--- config.mk ---
export PLATFORM = sky130hd
export DESIGN_NAME = l1_trigger_scheduler
export DESIGN_NICKNAME = d
export VERILOG_FILES = /design/src/rtl/l1_trigger_scheduler_pkg.sv /design/src/rtl/l1_trigger_scheduler_rr_arbiter.sv /design/src/rtl/l1_trigger_scheduler.sv
export SDC_FILE = /design/constraint.sdc
export NUM_CORES = 1
export LEC_CHECK = 0
export BUFFER_PORTS_ARGS = -buffer_cell sky130_fd_sc_hd__buf_2
export CORE_ASPECT_RATIO = 1.4
export CORE_UTILIZATION = 51
export DETAILED_ROUTE_END_ITERATION = 10
export PLACE_DENSITY = 0.87
export SLEW_MARGIN = 20
export SYNTH_ARGS = -nofsm -noshare
export SYNTH_HDL_FRONTEND = slang
export SYNTH_SLANG_ARGS = --single-unit
--- constraint.sdc ---
create_clock -name aclk -period 2 [get_ports aclk]
set_input_delay 0.6 -clock aclk [delete_from_list [all_inputs] [get_ports aclk]]
set_output_delay 0.6 -clock aclk [all_outputs]
set_load 0.01 [all_outputs]
--- src/rtl/l1_trigger_scheduler_pkg.sv ---
// Shared types and constants for the L1 trigger scheduler.
//   state_t   : scheduler FSM states
//   TS_LSB / BEAM_LSB / BEAM_W : trigger record field layout
//   DROP_SAT  : saturation value of the dropped-trigger counter
package l1_trig_pkg;

  typedef enum logic [1:0] {
    IDLE,
    EMIT,
    HOLDOFF
  } state_t;

  localparam int unsigned REC_W    = 64;
  localparam int unsigned TS_LSB   = 0;
  localparam int unsigned BEAM_LSB = 48;
  localparam int unsigned BEAM_W   = 8;
  localparam int unsigned DROP_W   = 16;

  localparam logic [DROP_W-1:0] DROP_SAT = '1;

endpackage

--- src/rtl/l1_trigger_scheduler_rr_arbiter.sv ---
// Combinational round-robin arbiter.
//   req : request vector
//   ptr : search start position (highest priority this cycle), must be < N
//   gnt : one-hot grant
//   idx : binary index of the granted request
//   any : at least one request present
module rr_arbiter #(
  parameter  int unsigned N  = 2,
  localparam int unsigned PW = (N > 1) ? $clog2(N) : 1
) (
  input  logic [N-1:0]  req,
  input  logic [PW-1:0] ptr,
  output logic [N-1:0]  gnt,
  output logic [PW-1:0] idx,
  output logic          any
);

  int unsigned j;
  logic [PW-1:0] jj;

  // Walk upward from ptr, wrapping modulo N; the first set request wins.
  always_comb begin
    gnt = '0;
    idx = '0;
    any = 1'b0;
    j   = 0;
    jj  = '0;
    for (int unsigned i = 0; i < N; i++) begin
      j = 32'(ptr) + i;
      if (j >= N) j = j - N;
      jj = j[PW-1:0];
      if (!any && req[jj]) begin
        any     = 1'b1;
        gnt[jj] = 1'b1;
        idx     = jj;
      end
    end
  end

endmodule

--- src/rtl/l1_trigger_scheduler.sv ---
// L1 trigger scheduler: latches qualified per-beam triggers, grants them
// round-robin, stamps each with a free-running timestamp, emits one 64-bit
// record per grant on an AXI4-Stream master, then applies a global holdoff.
//   aclk, reset_i       : clock, synchronous active-high reset
//   trig_i, mask_i      : per-beam trigger levels and allow mask
//   enable_i            : global trigger enable
//   holdoff_i           : post-trigger dead time in cycles
//   trig_tdata/tvalid/tready : record stream
//   busy_o              : FSM not idle
//   pending_o           : pending-trigger register
//   dropped_o           : saturating count of discarded triggers
module l1_trigger_scheduler
  import l1_trig_pkg::*;
#(
  parameter int unsigned NBEAMS       = 2,
  parameter int unsigned TS_BITS      = 48,
  parameter int unsigned HOLDOFF_BITS = 16
) (
  input  logic                    aclk,
  input  logic                    reset_i,
  input  logic [NBEAMS-1:0]       trig_i,
  input  logic [NBEAMS-1:0]       mask_i,
  input  logic                    enable_i,
  input  logic [HOLDOFF_BITS-1:0] holdoff_i,
  output logic [REC_W-1:0]        trig_tdata,
  output logic                    trig_tvalid,
  input  logic                    trig_tready,
  output logic                    busy_o,
  output logic [NBEAMS-1:0]       pending_o,
  output logic [DROP_W-1:0]       dropped_o
);

  localparam int unsigned PW = (NBEAMS > 1) ? $clog2(NBEAMS) : 1;

  state_t                  state;
  logic [TS_BITS-1:0]      ts;
  logic [NBEAMS-1:0]       pending;
  logic [NBEAMS-1:0]       pending_next;
  logic [NBEAMS-1:0]       q;
  logic [NBEAMS-1:0]       gnt;
  logic [NBEAMS-1:0]       clr;
  logic [PW-1:0]           ptr;
  logic [PW-1:0]           idx;
  logic                    any;
  logic                    grant_en;
  logic                    drop_ev;
  logic [HOLDOFF_BITS-1:0] hold_cnt;
  logic [REC_W-1:0]        rec_next;

  rr_arbiter #(.N(NBEAMS)) u_arb (
    .req (pending),
    .ptr (ptr),
    .gnt (gnt),
    .idx (idx),
    .any (any)
  );

  assign q         = trig_i & mask_i & {NBEAMS{enable_i}};
  assign grant_en  = (state == IDLE) && enable_i && any;
  assign clr       = grant_en ? gnt : '0;
  assign busy_o    = (state != IDLE);
  assign pending_o = pending;

  // A beam re-granted and re-triggered in the same cycle stays pending
  // without counting a drop, since clr masks it out of the overlap test.
  always_comb begin
    drop_ev      = 1'b0;
    pending_next = pending;
    case (state)
      HOLDOFF: drop_ev = |q;
      default: begin
        drop_ev = |(q & pending & ~clr);
        if (state == IDLE && !enable_i) pending_next = '0;
        else                            pending_next = (pending & ~clr) | q;
      end
    endcase
  end

  always_comb begin
    rec_next = '0;
    rec_next[TS_LSB +: TS_BITS]  = ts;
    rec_next[BEAM_LSB +: BEAM_W] = BEAM_W'(idx);
  end

  always_ff @(posedge aclk) begin
    if (reset_i) begin
      state       <= IDLE;
      trig_tvalid <= 1'b0;
      trig_tdata  <= '0;
      pending     <= '0;
      dropped_o   <= '0;
      ts          <= '0;
      ptr         <= '0;
      hold_cnt    <= '0;
    end else begin
      ts      <= ts + 1'b1;
      pending <= pending_next;
      if (drop_ev && dropped_o != DROP_SAT) dropped_o <= dropped_o + 1'b1;

      case (state)
        IDLE: begin
          if (grant_en) begin
            trig_tdata  <= rec_next;
            trig_tvalid <= 1'b1;
            ptr         <= (idx == PW'(NBEAMS - 1)) ? '0 : idx + 1'b1;
            state       <= EMIT;
          end
        end
        EMIT: begin
          if (trig_tready) begin
            trig_tvalid <= 1'b0;
            if (holdoff_i == '0) begin
              state <= IDLE;
            end else begin
              hold_cnt <= holdoff_i;
              state    <= HOLDOFF;
            end
          end
        end
        HOLDOFF: begin
          if (hold_cnt == HOLDOFF_BITS'(1)) state    <= IDLE;
          else                              hold_cnt <= hold_cnt - 1'b1;
        end
        default: state <= IDLE;
      endcase
    end
  end

endmodule

Yosys cells after proc, flatten, opt, wreduce, memory -nomap -nowiden
Index checks and enable logic that the tools add are counted.
- bits in registers: 135
- input port bits: 24
- output and inout bits: 84
- word-level logic and storage cells: 90
- add/subtract/negate cells: 7
- $lt $le $gt $ge: 6
- equality and inequality tests: 9
- multiplexer cells: 32
- bitwise logic cells: 8
- reduce and logical (&&, ||, !) cells: 20
- operators by type and width (cell ; count):
    48-bit by 1-bit adder with 48-bit output, second input constant ; 1
    16-bit 2-to-1 mux ; 3
    16-bit case mux with 2 select lines ; 1
    16-bit by 1-bit adder with 16-bit output, second input constant ; 1
    16-bit by 1-bit equality test with 1-bit output, second input constant ; 1
    16-bit logical NOT ; 1
    1-bit 2-to-1 mux ; 16
    2-bit 2-to-1 mux ; 8
    16-bit != test, second input constant ; 1
    16-bit by 1-bit subtractor with 16-bit output, second input constant ; 1
    2-bit bitwise AND ; 5
    2-bit != test, second input constant ; 5
    1-bit logical AND ; 7
    2-bit case mux with 3 select lines ; 1
    3-bit AND reduction ; 2
    2-bit nonzero test ; 3
    1-bit by 2-bit < comparator with 1-bit output, second input constant ; 2
    2-bit OR ; 2
    4-bit AND reduction ; 1
    2-bit OR reduction ; 2
    1-bit by 1-bit adder with 2-bit output, second input constant ; 1
    1-bit demux with 1-bit select ; 2
    2-bit by 1-bit equality test with 1-bit output, second input constant ; 1
    2-bit equality test, second input constant ; 1
    10 further kinds ; 13

Logic depth before layout (Yosys ltp)
- depth after elaboration: 15
- depth in mapped cells: 8
- mapped depth without buffers: 7

By module
A second synthesis with hierarchy kept.
- cell total of the unflattened synthesis: 762
- area, all modules: 6078.3 um^2
- by module, submodules not included (module ; instances ; cells each ; area each (um^2) ; seq. area each (um^2)):
    l1_trigger_scheduler ; 1 ; 757 ; 6045.8 ; 2702.6
    rr_arbiter ; 1 ; 5 ; 32.5 ; 0.0

Least setup slack after synthesis
Ideal clock, no wire load.
- path type: register -> register
- start point: register dropped_o[6]
- end point: register dropped_o[2]
- library setup time: 0.121 ns
- arrival: 1.892 ns
- required time: 1.879 ns
- path slack: -0.012 ns
- stages on the path, launching flop included: 8
- path buffers: 1
- period minus slack after synthesis: 2.012 ns
- path through: dfxtp_1 and4_1 nand4_2 nor3_2 buf_6 inv_1 nand3_1 mux2_2
- word-level cells in the longest chain between the ends: 2
- RTL lines (what ; line ; RTL):
    start, declared ; l1_trigger_scheduler.sv:30 ; output logic [DROP_W-1:0] dropped_o
    start signal, assigned ; l1_trigger_scheduler.sv:98 ; if (drop_ev && dropped_o != DROP_SAT) dropped_o <= dropped_o + 1'b1;
    16-bit != test ; l1_trigger_scheduler.sv:98 ;
    1-bit logical AND ; l1_trigger_scheduler.sv:98 ;
No other way between the ends.
A chain may end at the register's enable or synchronous reset.

Worst setup path in the final report
- start point: register state[1]
- end point: register dropped_o[4]
- word-level cells in the longest chain between the ends: 9
- elaborated cells on any way between the ends: 10
- classes of those cells: 1 x eq/ne; 2 x mux; 2 x bitwise; 5 x reduce/logical
- RTL lines (what ; line ; RTL):
    start, declared ; l1_trigger_scheduler.sv:35 ; state_t state;
    start signal, assigned ; l1_trigger_scheduler.sv:87 ; state <= IDLE;
    start signal, assigned ; l1_trigger_scheduler.sv:106 ; state <= EMIT;
    start signal, assigned ; l1_trigger_scheduler.sv:113 ; state <= IDLE;
    2-bit logical NOT ; l1_trigger_scheduler.sv:59 ; assign grant_en = (state == IDLE) && enable_i && any;
    1-bit logical AND (2 in series) ; l1_trigger_scheduler.sv:59 ;
    2-bit 2-to-1 mux ; l1_trigger_scheduler.sv:60 ; assign clr = grant_en ? gnt : '0;
    2-bit NOT ; l1_trigger_scheduler.sv:72 ; drop_ev = |(q & pending & ~clr);
    2-bit bitwise AND ; l1_trigger_scheduler.sv:72 ;
    2-bit OR reduction ; l1_trigger_scheduler.sv:72 ;
    1-bit 2-to-1 mux * ; l1_trigger_scheduler.sv:69 ; case (state)
    1-bit logical AND * ; l1_trigger_scheduler.sv:98 ;
Mark *: on every way between the ends. The rest lies on a longest branch, timed or not.

==> qor.json <==
{
  "worstReg2RegStart": {"value": "state[1]$_SDFFE_PP0P_"},
  "synth_largest_area_cell": {"value": "dfxtp_1"},
  "critPathArrivalTime": {"value": 2.26, "unit": "ns"},
  "postSynth.asyncResetShare": {"value": 0, "unit": "%"},
  "slew_violations": {"value": 0},
  "layout-drive-gt1-share": {"value": 24.97, "unit": "%"},
  "timing.hold.worst_endpoint": {"value": "trig_tdata[38]$_SDFFE_PP0P_"},
  "dr.pass1.iters": {"value": 5},
  "cp-start-kind": {"value": "flop"},
  "clk-insertion-delay-late": {"value": 0.41, "unit": "ns"},
  "max_cap_viol_count": {"value": 0},
  "number_of_antenna_violations_at_the_first_check_in_global_routing": {"value": 0},
  "postCtsHoldBufs": {"value": 0},
  "power_density": {"value": 760.0, "unit": "mW/mm^2"},
  "run_status": {"value": "complete, no violations"},
  "finalCriticalPeriod": {"value": 1.923, "unit": "ns"},
  "synth_largest_type_area_fraction": {"value": 43.80, "unit": "%"},
  "tritoncts.num_buffers": {"value": 17},
  "place.gp.congestion": {"value": 0.8207},
  "leakage": {"value": 3.136, "unit": "nW"},
  "post-synth-top-count-cell": {"value": "dfxtp_1"},
  "rrSetupSlack": {"value": 0.08, "unit": "ns"},
  "fin_crit_sh": {"value": 96.15, "unit": "%"},
  "grt_pass1_vias": {"value": 5214},
  "floorplan.die_area": {"value": 0.01255, "unit": "sq mm"},
  "ys.warnings.count": {"value": 0},
  "drt-vias-per-instance": {"value": 5.438},
  "maxClockFrequency": {"value": 520.0, "unit": "MHz"},
  "rr_worst_depth": {"value": 7},
  "finalSetupViolations": {"value": 0},
  "routed_wire_length_per_instance": {"value": 13.83, "unit": "microns"},
  "hpwlAfterDp": {"value": 9452, "unit": "microns"},
  "netlist_top_cells_area": {"value": "dfxtp_1 44%, nand2_1 7.8%, a21oi_1 7.0%"},
  "seqPwrFrac": {"value": 46.2, "unit": "%"},
  "end_kind": {"value": "flop"},
  "clock-sinks": {"value": 135},
  "power.internal": {"value": 4.599, "unit": "mW"},
  "hold_path_depth": {"value": 2},
  "synth_ff_type": {"value": "dfxtp_1"},
  "placement.cell_area": {"value": 0.007103, "unit": "sq mm"},
  "synth_enable_flop_cells": {"value": 0},
  "row_cnt": {"value": 47},
  "mappedNetlistArea": {"value": 0.006171, "unit": "sq mm"},
  "net-switching-power": {"value": 1.282, "unit": "mW"},
  "chip_width": {"value": 94.97, "unit": "microns"},
  "tritoncts": {"value": "built"},
  "grt_pass1_wl": {"value": 23030, "unit": "microns"},
  "root_buffer": {"value": "clkbuf_16"},
  "clk_transition_reported_paths": {"value": 0.05, "unit": "ns"},
  "final_nets": {"value": 912},
  "worst_clock_skew": {"value": 0.008377, "unit": "ns"},
  "dr_total_vias": {"value": 5677},
  "num_io_pins": {"value": 108},
  "remaining_drc_errors": {"value": 0},
  "cts.path.max_buffers": {"value": 2},
  "synth_seq_area_share": {"value": 43.80, "unit": "%"},
  "p_sw_share": {"value": 21.81, "unit": "%"},
  "grt.total_usage": {"value": 22.86, "unit": "%"},
  "detailedRoute.firstIterationViolations": {"value": 289},
  "diodes": {"value": 0},
  "synth.top_cells.by_count": {"value": "135 x dfxtp_1, 128 x nand2_1, 86 x a21oi_1, 85 x nor2_1"},
  "maximum_number_of_pins_on_one_net_before_global_route_repair": {"value": 63},
  "path_class": {"value": "flop to flop"},
  "regToRegEndpoint": {"value": "dropped_o[4]$_SDFFE_PP0P_"},
  "design_area": {"value": 0.007739, "unit": "sq mm"},
  "vdd_drop_max": {"value": 0.5482, "unit": "mV"},
  "port_buffers": {"value": 92},
  "required_worst_endpoint": {"value": 2.34, "unit": "ns"},
  "drt.antenna.violating_nets": {"value": 0},
  "critPathMaxFanout": {"value": 10},
  "htreeDepth": {"value": 4},
  "globalRoute.totalOverflow": {"value": 0},
  "worstHoldStart": {"value": "trig_tdata[38]$_SDFFE_PP0P_"},
  "power.clock.fraction": {"value": 49.2, "unit": "%"},
  "avg_inst_size_synth": {"value": 8.206, "unit": "sq um"},
  "hold_path.class": {"value": "flop to flop"},
  "area.growth.synth_to_final": {"value": 25.41, "unit": "%"},
  "initial_core_util": {"value": 52.21, "unit": "%"},
  "netlist_instances": {"value": 752},
  "ys_ff_latch": {"value": 135},
  "core": {"value": 0.01182, "unit": "sq mm"},
  "timing_hold_violations_final": {"value": 0},
  "synth.lib_cells_used.distinct": {"value": 57},
  "utilization": {"value": 65.47, "unit": "%"},
  "comb_power_share": {"value": 4.5, "unit": "%"},
  "drt-total-wl": {"value": 14440, "unit": "microns"},
  "die_h": {"value": 132.2, "unit": "microns"}
}
stage by stage:
| stage | hold slack, ns | setup WS [ns] | cells | total power [mW] | TNS, ns |
|---|---|---|---|---|---|
| floorplan | 0.4376 | 0.01008 | 766 | 2.941 | 0 |
| global route | 0.4668 | -0.04779 | 1044 | 6.090 | -0.07775 |
| CTS | 0.4509 | 0.02510 | 1041 | 5.920 | 0 |
| global placement | 0.4383 | -0.1258 | 1009 | 3.029 | -2.729 |
| detailed placement | 0.4433 | -0.1860 | 1009 | 3.034 | -3.850 |
| finish | 0.4493 | 0.07697 | 1044 | 5.882 | 0 |
power by group through the flow:
| stage | Sequential, mW | Clock [mW] | Combinational, mW |
|---|---|---|---|
| floorplan | 2.78 | 0 | 0.166 |
| global placement | 2.77 | 0 | 0.254 |
| detailed placement | 2.78 | 0 | 0.259 |
| CTS | 2.72 | 2.94 | 0.261 |
| global route | 2.72 | 3.08 | 0.289 |
| finish | 2.72 | 2.90 | 0.265 |
routing by layer:
| metal | vias up | part of all wire [%] | track usage [%] |
|---|---|---|---|
| li1 | 2824 | - | - |
| met1 | 2666 | 41 | 26.40 |
| met2 | 160 | 53 | 39.77 |
| met3 | 27 | 4.5 | 5.017 |
| met4 | 0 | 1.9 | 9.764 |
| met5 | - | 0 | 0 |
cells in the final DEF, fill, tap and decap left out, types with 10 or more instances in the layout:
master | synthesis | layout
dfxtp_1 | 135 | 132
nand2_1 | 128 | 128
buf_2 | 3 | 91
a21oi_1 | 86 | 86
nor2_1 | 85 | 85
buf_4 | 15 | 55
nand3_1 | 29 | 29
xor2_1 | 29 | 29
nand4_1 | 17 | 17
clkbuf_16 | 0 | 17
and3_1 | 15 | 15
xnor2_1 | 15 | 15
conb_1 | 1 | 15
o21ai_0 | 14 | 14
nor4_1 | 13 | 11
inv_1 | 10 | 10
nor2b_1 | 10 | 10
critical path: stages (launching register included):
cell,delay [ns]
dfxtp_1,0.33
nor2b_4,0.20
o2111ai_4,0.14
o22ai_2,0.25
nor2_4,0.12
buf_12,0.15
or4_1,0.51
a21oi_1,0.15
worst max path at each step:
stage | depth (start not counted) | from | end | slack, ns
6_report | 7 | state[1]$_SDFFE_PP0P_ | dropped_o[4]$_SDFFE_PP0P_ | 0.08
5_1_grt | 7 | hold_cnt[4]$_SDFFE_PP0P_ | hold_cnt[15]$_SDFFE_PP0P_ | -0.05
4_1_cts | 7 | ts[1]$_SDFF_PP0_ | ts[26]$_SDFF_PP0_ | 0.03
3_5_place_dp | 8 | enable_i | dropped_o[3]$_SDFFE_PP0P_ | -0.19
3_3_place_gp | 8 | enable_i | dropped_o[5]$_SDFFE_PP0P_ | -0.13
2_1_floorplan | 7 | trig_i[0] | dropped_o[15]$_SDFFE_PP0P_ | 0.01
cells by family after synthesis:
family / Yosys count / share of synthesized area [%]
simple gates: 361 / 29.18
xor+xnor: 44 / 6.245
compound gates: 134 / 12.67
other cells: 1 / 0.06077
buf+inv: 64 / 5.596
flops: 135 / 43.80
fa+ha+maj: 4 / 0.8111
mux: 9 / 1.642
final cells by class:
type | instances | area (sq um)
Clock buffer | 23 | 478.0
Tap cell | 147 | 183.9
Fill cell | 984 | 4081
Clock inverter | 9 | 75.07
Inverter | 10 | 37.54
Sequential cell | 135 | 2706
Timing Repair Buffer | 153 | 1008
Multi-Input combinational cell | 567 | 3249
repair_timing:
item                       4_1_cts  5_1_grt
setup endpoints to repair        0       34
gates resized for setup          0       12
buffers inserted                 0        3
sequential cells by signal, summed over array words and instances (netlist names):
| signal | cells |
|---|---|
| trig_tdata | 49 |
| trig_tvalid | 1 |
| ts | 48 |
| dropped_o | 16 |
| pending_o | 2 |
| ptr | 1 |
| state | 2 |
| hold_cnt | 16 |
No activity file was read; power rests on OpenSTA's default activity.
